**config.mk**
```make
export PLATFORM = sky130hd
export DESIGN_NAME = fetch_unit
export DESIGN_NICKNAME = d
export VERILOG_FILES = /design/src/rtl/fetch_unit.sv
export SDC_FILE = /design/constraint.sdc
export NUM_CORES = 1
export LEC_CHECK = 0
export ABC_AREA = 1
export CAP_MARGIN = 25
export CORE_ASPECT_RATIO = 0.8
export CORE_UTILIZATION = 41
export DETAILED_ROUTE_END_ITERATION = 10
export PLACE_DENSITY_LB_ADDON = 0.2
export REMOVE_ABC_BUFFERS = 1
export SYNTH_ARGS = -nofsm -noshare
export SYNTH_HDL_FRONTEND = slang
export SYNTH_SLANG_ARGS = --single-unit
```
**constraint.sdc**
```tcl
create_clock -name clk -period 2.2 [get_ports clk]
set_clock_uncertainty 0.2 [all_clocks]
set_input_delay 0.44 -clock clk [delete_from_list [all_inputs] [get_ports clk]]
set_output_delay 0.44 -clock clk [all_outputs]
set_load 0.02 [all_outputs]
```
**src/rtl/fetch_unit.sv**
```systemverilog
// Instruction fetch stage: PC register, BOOT/RUN/HALT control and the IF/ID pipeline register.
// Optional performance counters are enabled with the FETCH_PERF_CNT_EN macro.
module fetch_unit #(
  parameter int              AW        = 8,
  parameter int              IW        = 16,
  parameter logic [AW-1:0]   RESET_PC  = AW'(8'h00),
  parameter logic [IW-1:0]   HALT_WORD = IW'(16'h0001)
) (
  input  logic          clk,
  input  logic          rst_n,
  input  logic          stall,
  input  logic          flush,
  input  logic          redirect,
  input  logic [AW-1:0] redirect_pc,
  output logic [AW-1:0] imem_addr,
  output logic          imem_rd,
  input  logic [IW-1:0] imem_data,
  output logic [IW-1:0] ifid_instr,
  output logic [AW-1:0] ifid_pc,
  output logic [AW-1:0] ifid_pc_plus1,
  output logic          ifid_valid,
  output logic          halted,
  output logic [15:0]   perf_fetch_cnt,
  output logic [15:0]   perf_stall_cnt
);

  typedef enum logic [1:0] {
    BOOT = 2'd0,
    RUN  = 2'd1,
    HALT = 2'd2
  } state_t;

  state_t        state_q, state_d;
  logic [AW-1:0] pc_q;
  logic [AW-1:0] pc_next;
  logic          load;
  logic          halt_hit;

  assign pc_next   = pc_q + AW'(1);
  // An IF/ID load happens only in RUN when neither redirect nor stall takes priority.
  assign load      = (state_q == RUN) && !redirect && !stall;
  assign halt_hit  = load && !flush && (imem_data == HALT_WORD);

  assign imem_addr = pc_q;
  assign imem_rd   = (state_q == RUN);
  assign halted    = (state_q == HALT);

  always_ff @(posedge clk or negedge rst_n) begin
    if (!rst_n) begin
      state_q <= BOOT;
    end else begin
      // NOTE: all clocked state uses non-blocking assignments so every register
      // samples pre-edge values regardless of statement order.
      state_q <= state_d;
    end
  end

  always_comb begin
    // NOTE: defaulting first guarantees every path assigns state_d, so no latch.
    state_d = state_q;
    case (state_q)
      BOOT:    state_d = RUN;
      RUN:     if (halt_hit) state_d = HALT;
      HALT:    state_d = HALT;
      default: state_d = BOOT;
    endcase
  end

  always_ff @(posedge clk or negedge rst_n) begin
    if (!rst_n) begin
      pc_q          <= RESET_PC;
      ifid_instr    <= '0;
      ifid_pc       <= '0;
      ifid_pc_plus1 <= '0;
      ifid_valid    <= 1'b0;
    end else if (state_q == RUN) begin
      if (redirect) begin
        pc_q       <= redirect_pc;
        ifid_valid <= 1'b0;
      end else if (stall) begin
        if (flush) ifid_valid <= 1'b0;
      end else begin
        ifid_instr    <= imem_data;
        ifid_pc       <= pc_q;
        ifid_pc_plus1 <= pc_next;
        ifid_valid    <= !flush;
        // The PC parks on the halt word's own address.
        if (!halt_hit) pc_q <= pc_next;
      end
    end else begin
      ifid_valid <= 1'b0;
    end
  end

`ifdef FETCH_PERF_CNT_EN
  logic [15:0] fetch_cnt_q, stall_cnt_q;

  always_ff @(posedge clk or negedge rst_n) begin
    if (!rst_n) begin
      fetch_cnt_q <= '0;
      stall_cnt_q <= '0;
    end else begin
      if (load && !flush && fetch_cnt_q != 16'hFFFF)
        fetch_cnt_q <= fetch_cnt_q + 16'd1;
      if (state_q == RUN && stall && !redirect && stall_cnt_q != 16'hFFFF)
        stall_cnt_q <= stall_cnt_q + 16'd1;
    end
  end

  assign perf_fetch_cnt = fetch_cnt_q;
  assign perf_stall_cnt = stall_cnt_q;
`else
  assign perf_fetch_cnt = 16'h0000;
  assign perf_stall_cnt = 16'h0000;
`endif

endmodule
```
# == After elaboration in Yosys (flattened, before gate mapping) ==
# Cells that the tools add are included.
# Widths: inputs -> output; s select.
# totals
out_inout_bits,75
register_bits,43
elab_cells,35
# classes
n_bitwise,2
add_sub_neg,1
eq_ne,7
n_reduce_logical,10
n_mux,9
# op_table
cell,count
$mux 8,3
$eq 16x1->1 const B,1
$add 8x1->8 const B,1
$pmux 2 s3,1
$reduce_and 3->1,2
$logic_and 1x1->1,4
$mux 1,4
$ne 2x1->1 const B,2
$ne 4x4->1 const B,1
$logic_not 1->1,3
$eq 2x1->1 const B,1
$eq 2x2->1 const B,1
$logic_not 2->1,1
$mux 2,1
$ne 2x2->1 const B,1
$not 1->1,2

# == Logic depth before layout (Yosys ltp) ==
# Gate-level depths: netlist (run 1).
# logic_depth
word_depth,8
ltp_mapped,9
ltp_nobuf,8

# == Worst setup path before layout (run 1) ==
# OpenSTA, ideal clock, no wires.
# synth_timing
path_kind,register to register
start,reg state_q[1]
end,"reg pc_q[6], in the netlist imem_addr[6]"
arrival_time_ps,1521
path_slack_ps,405
stages_incl_launch_ff,10
required_ps,1926
synth_period_minus_slack_ps,1795
path_cell_list,dfrtp_1 > inv_1 > ha_1 > nand3_2 > nor2_2 > nand3_2 > nand3_4 > buf_12 > nand2_2 > o21ai_2
# synth_between
elab_chain_cells,7
# synth_rtl
item,line,rtl
"start, declared",33,"state_t state_q, state_d;"
"start signal, assigned",54,state_q <= state_d;
$eq 2x1->1 *,n/a,
net imem_rd,16,"output logic imem_rd,"
$logic_and 1x1->1 (2 in a row),41,assign load = (state_q == RUN) && !redirect && !stall;
$logic_and 1x1->1 (2 in a row),42,assign halt_hit = load && !flush && (imem_data == HALT_WORD);
$ne 2x2->1 (no line),n/a,
$reduce_and 3->1 (no line) *,n/a,
"end signal, assigned",78,pc_q <= redirect_pc;
"end signal, assigned",88,if (!halt_hit) pc_q <= pc_next;
"end, declared",34,logic [AW-1:0] pc_q;
# The timed path passes the listed nets; every way through them passes the cells marked *.
# A chain may end at the register's enable or synchronous reset.

# == Worst setup path in the final report (run 1) ==
# layout_timing
start,"reg pc_q[0], in the netlist imem_addr[0]"
end,out imem_addr[0]
# layout_lines
item,line,rtl
"end, declared",15,"output logic [AW-1:0] imem_addr,"
# No word-level cell between the ends.

==> reports/qor.csv, run 1 <==
metric,value,unit
Placement Cell Area,0.00293,sq mm
Post-DP HPWL,3.74,mm
clk_lat worst skew,0.29,ns
Worst Setup Start Kind,flop,
Critical Path AT,1.42,ns
Final Util,58.8,%
RD Place Congestion,0.837,
number of antenna violations at the first check in global routing,0,
final hold violations,0,
die span in x,84.5,um
Antenna diodes,0,
minimum clock period after layout,2.06,ns
fmax,0.485,GHz
failing checks,DRC,
Worst Tran Pin Value,0.510,ns
CP bufs+invs,1,
CTS tree,built,
FP Rows,23,
Power Density,1340,mW/mm^2
Worst Hold Launch,ifid_pc_plus1[2]$_DFFE_PN0P_,
Worst Setup End Kind,output pin,
share of cells above drive strength 1,9.91,%
critical path class,flop to output pin,
Synth cell types,26,
synth-to-layout area growth,34.8,%
Slowest Stage Delay on Critical Path,0.65,ns
CTS Root Cell,clkbuf_8,
Worst Hold Class,flop to flop,
clk buf depth,2,
WL final,5.00,mm
Max Slew Vio Count,0,
synth warn,0,
CP Max Fanout,7,
critical-path cell list,clkdlybuf4s50_1,
GRT Resource Usage Total,18.9,%
Slowest cell on crit path,clkdlybuf4s50_1,
Leak,1.48,nW
number of port buffers,71,
RR Startpoint,state_q[1]$_DFFE_PN0P_,
headroom to the max-slew limit,66.0,%
core area,0.00512,sq mm
TritonRoute pass-1 iters,8,
syn_area_per_cell,8.43,sq um
Syn Inst Count,265,
ANT nets after route,0,
total number of vias,1847,
"Reg clk slew, reported paths",0.07,ns
Max rail drop VDD,538,uV
first-pass GRT wire length,8.32,mm
CTS sink cnt,43,
RSZ-0062 raised after global routing,no,
period utilization,93.7,%
nets,377,
Die Y,68.0,um
initial DRC count,77,
total grt overflow,0,
filler cell count,465,
Die Area,0.00575,sq mm
final instance area,0.00301,sq mm
hold_ws,0.286,ns
CP Data Required Time,1.56,ns
crit path from,imem_addr[0]$_DFFE_PN0P_,
status,"finished, violations left",
per-cell routed wire length,12.3,um
DRC Markers,9,
"CP delay by family, top",buffers and inverters,
# setup viols final,0,
initial core utilization,43.6,%
I/O Pins,104,
"Seq/Total Area, Yosys",48.2,%
Synth Register Bits,43,
H-Tree Depth,2,
vias per inst,4.56,
max cap viols,0,
largest net degree at the start of global routing,25,
CTS buffer count,5,
Mapped Area,0.00223,sq mm
vias in the first global route,1747,
"Setup Fix Bufs, Post-CTS",0,
## through the flow
step           power [mW]  std cells  setup TNS [ns]  setup slack (ns)
2_1_floorplan        2.58        256          -0.504           -0.0569
3_3_place_gp         3.58        398               0             0.164
3_5_place_dp         3.62        398               0             0.118
4_1_cts              4.09        405               0            0.0307
5_1_grt              4.37        405               0            0.0799
6_report             4.05        405               0             0.138
## tightest hold or removal path, cell delays in order (launching register included)
cell and delay, ns:
dfrtp_1 0.35, nand2_1 0.06, o31ai_1 0.05
## synth_stat cells (all sizes together)
cell type / instances / share of area, %
nand2: 94 / 16
dfrtp: 43 / 48
buf: 40 / 13
o21ai: 23 / 6.5
nor2: 22 / 3.8
inv: 14 / 2.4
nand3: 11 / 3.5
a31oi: 4 / 1.1
ha: 4 / 2.2
or2: 3 / 0.84
a21oi: 1 / 0.22
conb: 1 / 0.17
mux2i: 1 / 0.45
nor3: 1 / 0.22
o21bai: 1 / 0.34
o31ai: 1 / 0.34
xor2: 1 / 0.39
## routing by layer
layer,vias to the layer above,share of wire (%),GRT usage (%)
met5,-,0,0
met1,849,49,25.7
li1,921,-,-
met4,0,0.24,3.81
met3,2,7.6,5.91
met2,75,43,30.3
## registers in the layout, summed over array words and instances, names as in the netlist
register       cells
imem_addr          8
state_q            2
ifid_valid         1
ifid_pc            8
ifid_pc_plus1      8
ifid_instr        16
## what timing repair did
| action | in CTS | in global routing |
|---|---|---|
| hold buffers | 1 | 0 |
| setup endpoints to repair | 1 | 1 |
| pin swaps | 0 | 0 |
| gates resized for setup | 1 | 1 |
| hold endpoints to repair | 20 | 0 |
## power by group
part | internal, mW | switching (mW)
logic | 0.979 | 1.16
registers | 1.16 | 0.278
clock network | 0.212 | 0.256
## layout by cell type, fill, tap and decap left out, types with 8 or more instances in the layout
master	count
o21ai_0	8
dfrtp_1	43
o21ai_2	8
nor2_1	21
clkdlybuf4s50_1	68
inv_1	12
nand2_1	92
conb_1	32
nand3_1	8
## final cells by class
type | count | area (sq um) | area share, %
Timing Repair Buffer | 81 | 810 | 26.9
Clock buffer | 6 | 72.6 | 2.41
Inverter | 14 | 52.6 | 1.74
Tap cell | 62 | 77.6 | 2.58
Sequential cell | 43 | 1080 | 35.7
Multi-Input combinational cell | 199 | 923 | 30.7
## cells by family (layout without fill, tap and decap cells)
kind of cell / Yosys count / count (layout) / share of synthesized area [%]
and+or+nand+nor: 131 / 131 / 24.4
buffers and inverters: 54 / 101 / 15.7
DFF: 43 / 43 / 48.2
AOI/OAI and AO/OA: 30 / 30 / 8.52
adders and majority gates: 4 / 4 / 2.24
other: 1 / 32 / 0.168
xor gates and xnor gates: 1 / 1 / 0.392
muxes: 1 / 1 / 0.448
## path summary, 6_finish.rpt
kind,cells after the start,to,slack [ns]
max reg2reg,9,imem_addr[0]$_DFFE_PN0P_,0.37
min,2,ifid_pc_plus1[2]$_DFFE_PN0P_,0.29
max in group asynchronous,3,ifid_pc[5]$_DFFE_PN0P_,0.85
min reg2reg,2,ifid_pc_plus1[2]$_DFFE_PN0P_,0.29
max,1,imem_addr[0],0.14
min in group asynchronous,2,ifid_instr[3]$_DFFE_PN0P_,0.45
Power figures use the tool's default switching activity.
==> run 2: changes to the inputs <==
- SLEW_MARGIN: not set -> 20
==> results of run 2 <==
The final DEF is identical to that of run 1; final timing and power are the same.
==> run 3: changes to the inputs <==
- CORE_UTILIZATION: 41 -> 40
==> reports/qor.csv, run 3 (synthesized netlist as in run 1, its figures left out) <==
metric,value,unit,change
Slowest cell on crit path,clkdlybuf4s50_1,,
ANT nets after route,0,,unchanged
total number of vias,1827,,-1.1%
CP Max Fanout,7,,unchanged
synth-to-layout area growth,35.5,%,
clk buf depth,2,,unchanged
max FFs per register,16,,unchanged
Max Slew Vio Count,0,,unchanged
R2R Path End,imem_addr[2]$_DFFE_PN0P_,,
TritonRoute pass-1 iters,4,,-4
nets,375,,-0.53%
CTS sink cnt,43,,unchanged
number of port buffers,71,,unchanged
Placement Cell Area,0.00291,sq mm,-0.68%
hold_ws,-0.0144,ns,-0.300 ns
core area,0.00518,sq mm,+1.1%
initial DRC count,95,,+23%
Critical Path AT,1.43,ns,about the same
most frequent cells in the layout,"92 x nand2_1, 68 x clkdlybuf4s50_1, 43 x dfrtp_1",,
R2R depth,9,,unchanged
headroom to the max-slew limit,54.0,%,-12 points
max cap viols,0,,unchanged
Max rail drop VDD,511,uV,-5.0%
"Most flops, register",ifid_instr,,
Worst Setup Start Kind,flop,,
clk_lat worst skew,0.29,ns,about the same
RSZ-0062 raised after global routing,no,,
"most common cell after layout, fill and taps aside",nand2_1,,
hold buffer count at cts,0,,-1
Leak,1.49,nW,+0.75%
total grt overflow,0,,unchanged
per-cell routed wire length,12.2,um,-1.1%
critical-path cell list,clkdlybuf4s50_1,,
FP Rows,23,,unchanged
Post-CTS Resized,1,,unchanged
vias in the first global route,1725,,-1.3%
CP Data Required Time,1.56,ns,about the same
"Reg clk slew, reported paths",0.08,ns,about the same
critical path class,flop to output pin,,
Critical Path Stages,1,,unchanged
CTS tree,built,,
failing checks,hold timing,,
Worst Tran Pin Value,0.689,ns,+0.180 ns
CP bufs+invs,1,,unchanged
GRT Resource Usage Total,18.0,%,-0.94 points
share of cells above drive strength 1,10.5,%,+0.58 points
H-Tree Depth,2,,unchanged
number of antenna violations at the first check in global routing,0,,unchanged
minimum clock period after layout,2.07,ns,+0.00742 ns
fmax,0.483,GHz,-0.36%
Slowest Stage Delay on Critical Path,0.65,ns,about the same
final instance area,0.00303,sq mm,+0.50%
CTS Root Cell,clkbuf_8,,
Die Y,68.8,um,+1.2%
DRC Markers,0,,-9
period utilization,94.1,%,+0.34 points
Worst Setup End Kind,output pin,,
status,"finished, violations left",,
final hold violations,29,,+29
Power Density,1390,mW/mm^2,+3.6%
WL final,4.95,mm,-1.1%
total power,4.22,mW,+4.1%
Post-DP HPWL,3.62,mm,-3.3%
R2R setup slack,0.40,ns,+0.03 ns
"CP delay by family, top",buffers and inverters,,
RR Startpoint,state_q[1]$_DFFE_PN0P_,,
die span in x,85.5,um,+1.2%
filler cell count,501,,+7.7%
initial core utilization,43.1,%,-0.48 points
Worst Hold Class,primary input to asynchronous set/reset pin,,
"Setup Fix Bufs, Post-CTS",0,,unchanged
largest net degree at the start of global routing,32,,+28%
Die Area,0.00589,sq mm,+2.4%
# setup viols final,0,,unchanged
CTS buffer count,5,,unchanged
Antenna diodes,0,,unchanged
vias per inst,4.51,,-1.1%
first-pass GRT wire length,8.14,mm,-2.2%
I/O Pins,104,,unchanged
RD Place Congestion,0.802,,-4.2%
==> run 3: changes by cell type in the layout (fill, tap and decap cells not counted) <==
| cell | previous run | this run |
|---|---|---|
| clkbuf_1 | 1 | 0 |
| clkinv_2 | 0 | 1 |
| clkbuf_8 | 5 | 6 |
| bufinv_16 | 0 | 1 |
| dlygate4sd3_1 | 1 | 0 |
| buf_12 | 2 | 1 |
==> run 3: stage by stage <==
step	util [%]	hold WS, ns	setup TNS [ns]	worst slack [ns]	cells
6_report	58.4	-0.0144	0	0.131	405
5_1_grt	58.4	0.0330	0	0.0900	405
4_1_cts	58.4	0.00972	0	0.0000604	405
3_5_place_dp	56.1	0.264	0	0.0917	397
3_3_place_gp	56.1	0.260	0	0.153	397
2_1_floorplan	-	-0.0556	-0.504	-0.0569	256
==> run 3: layout make-up <==
cell class,count,area (sq um),share of cell area (%)
Clock inverter,2,35.0,1.16
Clock buffer,6,82.6,2.73
Timing Repair Buffer,79,779,25.8
Sequential cell,43,1080,35.6
Multi-Input combinational cell,199,923,30.5
Inverter,14,52.6,1.74
Tap cell,62,77.6,2.56
==> run 3: where the power goes <==
part / leakage, nW / switching (mW) / total [mW] / internal [mW]
clock: 0.0612 / 0.269 / 0.637 / 0.367
sequential: 0.529 / 0.269 / 1.43 / 1.16
combinational: 0.904 / 1.17 / 2.15 / 0.974
==> run 3: how the worst max path moves through the flow <==
stage,from,endpoint
after floorplan,state_q[1]$_DFFE_PN0P_,imem_addr[0]$_DFFE_PN0P_
after global placement,redirect,imem_addr[1]$_DFFE_PN0P_
after detailed placement,redirect,imem_addr[1]$_DFFE_PN0P_
after CTS,state_q[0]$_DFFE_PN0P_,halted
after global routing,imem_addr[0]$_DFFE_PN0P_,imem_addr[0]
final,imem_addr[0]$_DFFE_PN0P_,imem_addr[0]
==> run 3: layer usage <==
| metal | GRT usage [%] | part of all wire, % | wire length, um |
|---|---|---|---|
| met4 | 4.38 | 0.69 | 34 |
| met1 | 23.6 | 48 | 2390 |
| met3 | 4.88 | 7.3 | 361 |
| met5 | 0 | 0 | 0 |
| met2 | 30.1 | 44 | 2160 |
